## src/rtl/axa_pkg.sv

```systemverilog
// Shared AXA definitions: opcode encodings (6-bit and 8-bit-immediate forms),
// execute-stage FSM states, internal ALU operation codes and the opcode decoder.
package axa_pkg;
    localparam int AXA_WIDTH = 16;

    localparam logic [5:0] OP_ADD  = 6'd0,  OP_SUB  = 6'd1,  OP_XOR  = 6'd2,  OP_OR   = 6'd3;
    localparam logic [5:0] OP_AND  = 6'd4,  OP_SHR  = 6'd5,  OP_ROL  = 6'd6,  OP_DUP  = 6'd7;
    localparam logic [5:0] OP_COM  = 6'd8,  OP_XHI  = 6'd9,  OP_XLO  = 6'd10, OP_LHI  = 6'd11;
    localparam logic [5:0] OP_LLO  = 6'd12, OP_EX   = 6'd13, OP_BZ   = 6'd14, OP_BNZ  = 6'd15;
    localparam logic [5:0] OP_BN   = 6'd16, OP_BNN  = 6'd17, OP_JERR = 6'd18, OP_LAND = 6'd19;
    localparam logic [5:0] OP_SYS  = 6'd20, OP_FAIL = 6'd21;

    localparam logic [3:0] OP8_LHI = 4'd0, OP8_LLO = 4'd1, OP8_XHI = 4'd2, OP8_XLO = 4'd3;
    localparam logic [3:0] OP8_ADD = 4'd4, OP8_BZ  = 4'd5, OP8_BNZ = 4'd6, OP8_BN  = 4'd7;
    localparam logic [3:0] OP8_BNN = 4'd8;

    typedef enum logic [1:0] {S_IDLE, S_EXEC, S_WB, S_HALT} state_e;

    typedef enum logic [4:0] {
        A_ADD, A_SUB, A_XOR, A_OR, A_AND, A_SHR, A_ROL, A_DUP, A_COM, A_XHI, A_XLO,
        A_LHI, A_LLO, A_EX, A_BZ, A_BNZ, A_BN, A_BNN, A_JERR, A_LAND, A_HALT
    } alu_e;

    // Both encodings collapse onto one internal operation; anything unknown halts.
    function automatic alu_e decode_op(input logic is_i8, input logic [5:0] op);
        alu_e a;
        a = A_HALT;
        if (is_i8) begin
            case (op[3:0])
                OP8_LHI: a = A_LHI;
                OP8_LLO: a = A_LLO;
                OP8_XHI: a = A_XHI;
                OP8_XLO: a = A_XLO;
                OP8_ADD: a = A_ADD;
                OP8_BZ:  a = A_BZ;
                OP8_BNZ: a = A_BNZ;
                OP8_BN:  a = A_BN;
                OP8_BNN: a = A_BNN;
                default: a = A_HALT;
            endcase
        end else begin
            case (op)
                OP_ADD:  a = A_ADD;
                OP_SUB:  a = A_SUB;
                OP_XOR:  a = A_XOR;
                OP_OR:   a = A_OR;
                OP_AND:  a = A_AND;
                OP_SHR:  a = A_SHR;
                OP_ROL:  a = A_ROL;
                OP_DUP:  a = A_DUP;
                OP_COM:  a = A_COM;
                OP_XHI:  a = A_XHI;
                OP_XLO:  a = A_XLO;
                OP_LHI:  a = A_LHI;
                OP_LLO:  a = A_LLO;
                OP_EX:   a = A_EX;
                OP_BZ:   a = A_BZ;
                OP_BNZ:  a = A_BNZ;
                OP_BN:   a = A_BN;
                OP_BNN:  a = A_BNN;
                OP_JERR: a = A_JERR;
                OP_LAND: a = A_LAND;
                OP_SYS, OP_FAIL: a = A_HALT;
                default: a = A_HALT;
            endcase
        end
        return a;
    endfunction
endpackage

```

## src/rtl/axa_regfile.sv

```systemverilog
// AXA register file: NREGS x WIDTH, combinational read, synchronous write,
// asynchronous active-low clear.
module axa_regfile
    import axa_pkg::*;
#(
    parameter int WIDTH = AXA_WIDTH,
    parameter int NREGS = 16,
    localparam int AW = $clog2(NREGS)
) (
    input  logic             clk,
    input  logic             reset,
    input  logic             we,
    input  logic [AW-1:0]    waddr,
    input  logic [WIDTH-1:0] wdata,
    input  logic [AW-1:0]    raddr,
    output logic [WIDTH-1:0] rdata
);
    logic [WIDTH-1:0] regs [NREGS];

    always_ff @(posedge clk or negedge reset) begin
        if (!reset) begin
            for (int unsigned i = 0; i < NREGS; i++) regs[i] <= '0;
        end else if (we) begin
            regs[waddr] <= wdata;
        end
    end

    assign rdata = regs[raddr];
endmodule

```

## src/rtl/axa_execute.sv

```systemverilog
// AXA execute/write-back stage: IDLE -> EXEC -> WB (or HALT), ALU, branches, register file.
// Define AXA_ERR_EN to enable sticky add/sub overflow tracking in err and the jerr branch.
module axa_execute
    import axa_pkg::*;
#(
    parameter int WIDTH = AXA_WIDTH,
    parameter int NREGS = 16
) (
    input  logic                     clk,
    input  logic                     reset,
    input  logic                     in_valid,
    output logic                     in_ready,
    input  logic                     is_i8,
    input  logic [5:0]               op,
    input  logic [$clog2(NREGS)-1:0] dst,
    input  logic [WIDTH-1:0]         src_val,
    input  logic                     src_is_imm,
    input  logic [WIDTH-1:0]         pc_in,
    input  logic [WIDTH-1:0]         mem_rdata,
    input  logic [WIDTH-1:0]         src_addr,
    output logic                     mem_we,
    output logic [WIDTH-1:0]         mem_addr,
    output logic [WIDTH-1:0]         mem_wdata,
    output logic                     pc_load,
    output logic [WIDTH-1:0]         pc_next,
    output logic                     done,
    output logic                     halt,
    output logic                     err
);
    localparam int AW = $clog2(NREGS);

    state_e             state, state_nx;
    alu_e               alu_q;
    logic [AW-1:0]      dst_q;
    logic [WIDTH-1:0]   src_q, pc_q, res_q, res_d, d, tgt;
    logic [2*WIDTH-1:0] rot;
    logic               imm_q, wr_q, wr_d, mwe_q, br_q, taken, rf_we;
`ifdef AXA_ERR_EN
    logic               ovf_d, ovf_q, err_q;
`endif

    axa_regfile #(.WIDTH(WIDTH), .NREGS(NREGS)) u_rf (
        .clk(clk), .reset(reset), .we(rf_we), .waddr(dst_q), .wdata(res_q),
        .raddr(dst_q), .rdata(d)
    );

    always_comb begin
        rot   = {d, d} << src_q[3:0];
        res_d = d;
        wr_d  = 1'b1;
        taken = 1'b0;
        tgt   = imm_q ? pc_q + src_q : src_q;
`ifdef AXA_ERR_EN
        ovf_d = 1'b0;
`endif
        case (alu_q)
            A_ADD: begin
                res_d = d + src_q;
`ifdef AXA_ERR_EN
                ovf_d = (d[WIDTH-1] == src_q[WIDTH-1]) && (res_d[WIDTH-1] != d[WIDTH-1]);
`endif
            end
            A_SUB: begin
                res_d = d - src_q;
`ifdef AXA_ERR_EN
                ovf_d = (d[WIDTH-1] != src_q[WIDTH-1]) && (res_d[WIDTH-1] != d[WIDTH-1]);
`endif
            end
            A_XOR:  res_d = d ^ src_q;
            A_OR:   res_d = d | src_q;
            A_AND:  res_d = d & src_q;
            A_SHR:  res_d = d >> src_q[3:0];
            A_ROL:  res_d = rot[2*WIDTH-1:WIDTH];
            A_DUP:  res_d = src_q;
            A_COM:  res_d = ~d;
            A_XHI:  res_d = d ^ WIDTH'({src_q[7:0], 8'h00});
            A_XLO:  res_d = d ^ WIDTH'(src_q[7:0]);
            A_LHI:  res_d = WIDTH'({src_q[7:0], 8'h00});
            A_LLO:  res_d = {{(WIDTH-8){src_q[7]}}, src_q[7:0]};
            A_EX:   res_d = mem_rdata;
            A_BZ:   begin wr_d = 1'b0; taken = (d == '0);      end
            A_BNZ:  begin wr_d = 1'b0; taken = (d != '0);      end
            A_BN:   begin wr_d = 1'b0; taken = d[WIDTH-1];     end
            A_BNN:  begin wr_d = 1'b0; taken = !d[WIDTH-1];    end
`ifdef AXA_ERR_EN
            A_JERR: begin wr_d = 1'b0; taken = err_q;          end
`else
            A_JERR: wr_d = 1'b0;
`endif
            default: wr_d = 1'b0;
        endcase
    end

    always_comb begin
        state_nx = state;
        in_ready = 1'b0;
        done     = 1'b0;
        halt     = 1'b0;
        mem_we   = 1'b0;
        pc_load  = 1'b0;
        rf_we    = 1'b0;
        case (state)
            S_IDLE: begin
                in_ready = 1'b1;
                if (in_valid) state_nx = S_EXEC;
            end
            S_EXEC: state_nx = (alu_q == A_HALT) ? S_HALT : S_WB;
            S_WB: begin
                done     = 1'b1;
                mem_we   = mwe_q;
                pc_load  = br_q;
                rf_we    = wr_q;
                state_nx = S_IDLE;
            end
            S_HALT: halt = 1'b1;
            default: state_nx = S_IDLE;
        endcase
    end

    always_ff @(posedge clk or negedge reset) begin
        if (!reset) begin
            state     <= S_IDLE;
            alu_q     <= A_ADD;
            dst_q     <= '0;
            src_q     <= '0;
            pc_q      <= '0;
            imm_q     <= 1'b0;
            res_q     <= '0;
            wr_q      <= 1'b0;
            mwe_q     <= 1'b0;
            br_q      <= 1'b0;
            mem_addr  <= '0;
            mem_wdata <= '0;
            pc_next   <= '0;
        end else begin
            state <= state_nx;
            if (state == S_IDLE && in_valid) begin
                alu_q    <= decode_op(is_i8, op);
                dst_q    <= dst;
                src_q    <= src_val;
                pc_q     <= pc_in;
                imm_q    <= src_is_imm;
                mem_addr <= src_addr;
            end
            if (state == S_EXEC) begin
                res_q <= res_d;
                wr_q  <= wr_d;
                mwe_q <= (alu_q == A_EX);
                br_q  <= taken;
                if (alu_q == A_EX) mem_wdata <= d;
                if (taken)         pc_next   <= tgt;
            end
        end
    end

`ifdef AXA_ERR_EN
    // err changes on the edge that ends WB, alongside the register write.
    always_ff @(posedge clk or negedge reset) begin
        if (!reset) begin
            ovf_q <= 1'b0;
            err_q <= 1'b0;
        end else begin
            if (state == S_EXEC) ovf_q <= ovf_d;
            if (state == S_WB) begin
                if (br_q && alu_q == A_JERR) err_q <= 1'b0;
                else if (ovf_q)              err_q <= 1'b1;
            end
        end
    end
    assign err = err_q;
`else
    assign err = 1'b0;
`endif
endmodule
```

## config.mk

```make
export PLATFORM = sky130hd
export DESIGN_NAME = axa_execute
export DESIGN_NICKNAME = d
export VERILOG_FILES = /design/src/rtl/axa_pkg.sv /design/src/rtl/axa_regfile.sv /design/src/rtl/axa_execute.sv
export SDC_FILE = /design/constraint.sdc
export NUM_CORES = 1
export LEC_CHECK = 0
export CORE_MARGIN = 4
export CORE_UTILIZATION = 55
export DETAILED_ROUTE_END_ITERATION = 16
export PLACE_DENSITY = 0.84
export RECOVER_POWER = 25
export SKIP_CTS_REPAIR_TIMING = 1
export SLEW_MARGIN = 10
export SYNTH_ARGS = -nofsm -noshare
export SYNTH_HDL_FRONTEND = slang
export SYNTH_SLANG_ARGS = --single-unit
```

## constraint.sdc

```tcl
create_clock -name clk -period 3.8 [get_ports clk]
set_input_delay 0.76 -clock clk [delete_from_list [all_inputs] [get_ports clk]]
set_output_delay 0.76 -clock clk [all_outputs]
set_load 0.005 [all_outputs]
```

==> impl_results.md <==
- Worst Path Arrival: 4370 ps
- Vias per Instance: 6.650
- H-tree depth: 2
- Clock latency on the worst-skew pair: 580 ps
- Register area share after synthesis: 42.00%
- CORE AREA: 0.03901 sq mm
- Vias in the first global route: 18.03k
- Final estimated routing congestion in global placement: 1.083
- Final wirelength: 74.85 mm
- Die X: 207.4 um
- Remaining Overflow, GRT: 0
- Antenna violations before repair: 1
- Rows: 72
- Antenna cells: 0
- CTS sink count: 367
- R2r worst-path depth: 16
- Fin crit share: 102.9%
- Synth cell types: 88
- Worst-margin pin slew: 2699 ps
- Inserted Clock Buffers: 41
- Worst setup margin: -109.5 ps
- Pin count of the biggest net entering global routing: 103
- Reg2Reg Launch Point: dst_q[0]
- Max-cap viol count: 1
- Fin util: 67.42%
- Tot GR Track Use: 33.27%
- Grt met2 use: 53.81%
- CP Capture Point: res_q[12]
- Fmax: 0.2558 GHz
- Data required, critical path: 4260 ps
- Crit path from: dst_q[0]
- Synth Instances: 1863
- Crit-path cells: buf_12 -> mux4_2 -> mux4_2 -> inv_2 -> ha_4 -> inv_2 -> fa_2 -> a21oi_2 -> buf_4 -> o2111a_2 -> nor3_2 -> o31a_1 -> or3_4 -> nand3_2 -> o211a_1 -> nor2_1
- Post-synth EDFFs: 0
- I/O pins: 133
- Critical Path Sink Type: register
- #FFs+latches synth: 367
- DR vias: 17.62k
- Area occupied by multi-input gates: 0.01193 sq mm
- Max incr delay on CP: 510 ps
- Crit Path Category: register to register
- Area Overhead vs Synth: 20.27%
- Met3 usage: 6.136%
- Buffers on Ports: 131
- First-pass GRT wire length: 111.2 mm
- Worst Clk Skew: 17.64 ps
- CTS root buf: clkbuf_16
- Reg-to-reg setup timing slack: -110 ps
- FF-to-FF End: res_q[12]
- Cell area after synthesis: 0.02187 sq mm
- Max Slew Vio Count: 102
- Share of post-route cells with drive strength above 1: 34.77%
- Fin nets: 2250
- Crit-path max FO: 5
- Final hold violations: 0
- Crit-path slowest cell: mux4_2
- Lkg Pwr: 11.81 nW
- Routed Antenna Nets: 0
- GR Util met1: 42.64%
- Failing checks: capacitance limit, slew limit, setup timing
- HP Class: register to register
- Outcome: finished, violations left
- Place WS: -293.2 ps
- DP HPWL: 51.67 mm
- Peak VDD IR: 0.4803 mV
- Syn nets: 2011
- Rel. slew slack: -79.91%
- WL/cell: 28.26 um
- PwrDens: 954.1 mW/mm^2
- Fill count: 2783
- Initial Utilization: 56.06%
- Worst Setup Start Kind: register
- CTS tree: built
- Yosys warns: 0
- FF/Latch Area: 0.009191 sq mm
- Ys flop type: dfrtp_1
- Die ar.: 0.04301 sq mm
- Die H: 207.4 um
- Clock-pin slew on the worst setup and hold paths: 60 ps
- RSZ-0062 raised after global routing: yes
- Drt pass-1 iters: 6
- Drt drc: 0
- Clock Path Buffers: 3
- Hold path depth: 2
- Minimum clock period: 3910 ps
- Async S/R FF share, synth: 100.0%
- Busiest metal layer after global routing: met2
- DR iter-0 viols: 1733
- Syn Area/Cell: 11.74 sq um
- Setup-failing EPs final: 16
==> per-layer routing <==
layer | vias up | routed length, um
met5 | - | 0
met4 | 0 | 5142
met3 | 289 | 6663
met2 | 1063 | 35060
met1 | 8819 | 27980
li1 | 7446 | -
==> flip-flops by register name, indices dropped and copies added, names as in the netlist <==
| signal | cells |
|---|---|
| state | 2 |
| dst_q | 4 |
| wr_q | 1 |
| u_rf.regs | 256 |
| pc_next | 16 |
| br_q | 1 |
| mwe_q | 1 |
| alu_q | 5 |
| mem_addr | 16 |
| src_q | 16 |
| res_q | 16 |
| mem_wdata | 16 |
| imm_q | 1 |
| pc_q | 16 |
==> placed cells by master (no fill, tap or decap), types with 29 or more instances in the layout <==
cell / n
a21oi_1: 53
buf_4: 187
clkbuf_16: 44
clkdlybuf4s50_1: 130
dfrtp_1: 363
ha_1: 64
inv_1: 39
mux2_2: 311
mux2i_1: 46
mux4_2: 82
nand2_1: 136
nand3_1: 29
nor2_1: 75
o21ai_0: 93
==> power by group <==
group	switching (mW)	total, mW	internal (mW)
registers	1.50	6.92	5.43
clock network	1.66	3.99	2.33
logic	7.49	14.2	6.68
total	10.7	25.1	14.4
==> stage by stage <==
| step | hold slack, ps | area, sq um | setup TNS [ps] | total power [mW] | instances |
|---|---|---|---|---|---|
| finish | 482.6 | 26300 | -298.6 | 25.09 | 2649 |
| global route | 505.5 | 26300 | -2532 | 26.26 | 2649 |
| CTS | 246.1 | 25950 | -3230 | 24.13 | 2636 |
| detailed placement | 474.9 | 24600 | -1903 | 19.95 | 2564 |
| global placement | 456.0 | 24600 | -600.4 | 19.51 | 2564 |
| floorplan | 438.7 | 21880 | -101.8 | 14.88 | 1863 |
==> synthesized netlist by cell type, types with 7 or more instances <==
library cell	number	area share, %
dfrtp_1	367	42
mux2_2	313	16
nand2_1	136	2.3
o21ai_0	96	2.2
clkbuf_1	89	1.5
mux4_2	79	8.1
nor2_1	77	1.3
ha_1	67	3.8
a21oi_1	58	1.3
mux2i_1	47	2.2
inv_1	42	0.72
nand3_1	30	0.69
nor3_1	29	0.66
xnor2_1	28	1.1
o22ai_1	25	0.72
a221oi_1	19	0.76
buf_6	18	0.93
a211oi_1	16	0.55
nand2b_1	16	0.46
a22oi_1	15	0.51
buf_2	15	0.34
and2_1	12	0.34
mux4_1	12	1.4
or3_1	12	0.34
a31oi_1	11	0.31
and3_1	11	0.31
nand4_1	11	0.31
nor2b_1	11	0.31
o21a_1	10	0.34
nand3b_1	9	0.31
nor4_1	9	0.26
o211ai_1	9	0.31
a21o_1	8	0.27
o31ai_1	8	0.27
mux2_4	7	0.48
or2_2	7	0.20
xor2_1	7	0.28
==> how the worst min path moves through the flow <==
stage	startpoint	to	slack, ps
6_report	mem_wdata[13]	mem_wdata[13]	480
3_3_place_gp	br_q	br_q	460
4_1_cts	reset	mem_addr[7]	250
5_1_grt	mem_wdata[10]	mem_wdata[10]	510
2_1_floorplan	mwe_q	mwe_q	440
3_5_place_dp	mem_wdata[13]	mem_wdata[13]	470
==> area by class of cell <==
class / instances / area share, %
Inverter: 51 / 0.7279
Tap cell: 518 / 2.464
Clock buffer: 64 / 4.729
Timing Repair Buffer: 335 / 11.40
Multi-Input combinational cell: 1306 / 45.34
Clock inverter: 8 / 0.3853
Sequential cell: 367 / 34.95
==> worst max-delay path, delay by kind of cell (launching register included) <==
family                   cells  cell delay [ps]
AO/OA/AOI/OAI                4              810
adder cells (fa/ha/maj)      2              490
buffers and inverters        4              430
flip-flops                   1              500
multiplexers                 2              970
AND/OR/NAND/NOR              4              570
==> cell families (layout without fill, tap and decap cells) <==
group / count (synthesis) / in the layout / synth area share, %
DFF: 367 / 367 / 42.00
muxes: 461 / 461 / 28.65
buffers and inverters: 190 / 458 / 4.583
and+or+nand+nor: 386 / 386 / 8.434
other: 1 / 1 / 0.01715
AOI/OAI and AO/OA: 354 / 354 / 10.90
xor gates and xnor gates: 35 / 35 / 1.402
adders and majority gates: 69 / 69 / 4.017
Note: power is estimated with default switching activity, not from simulation.
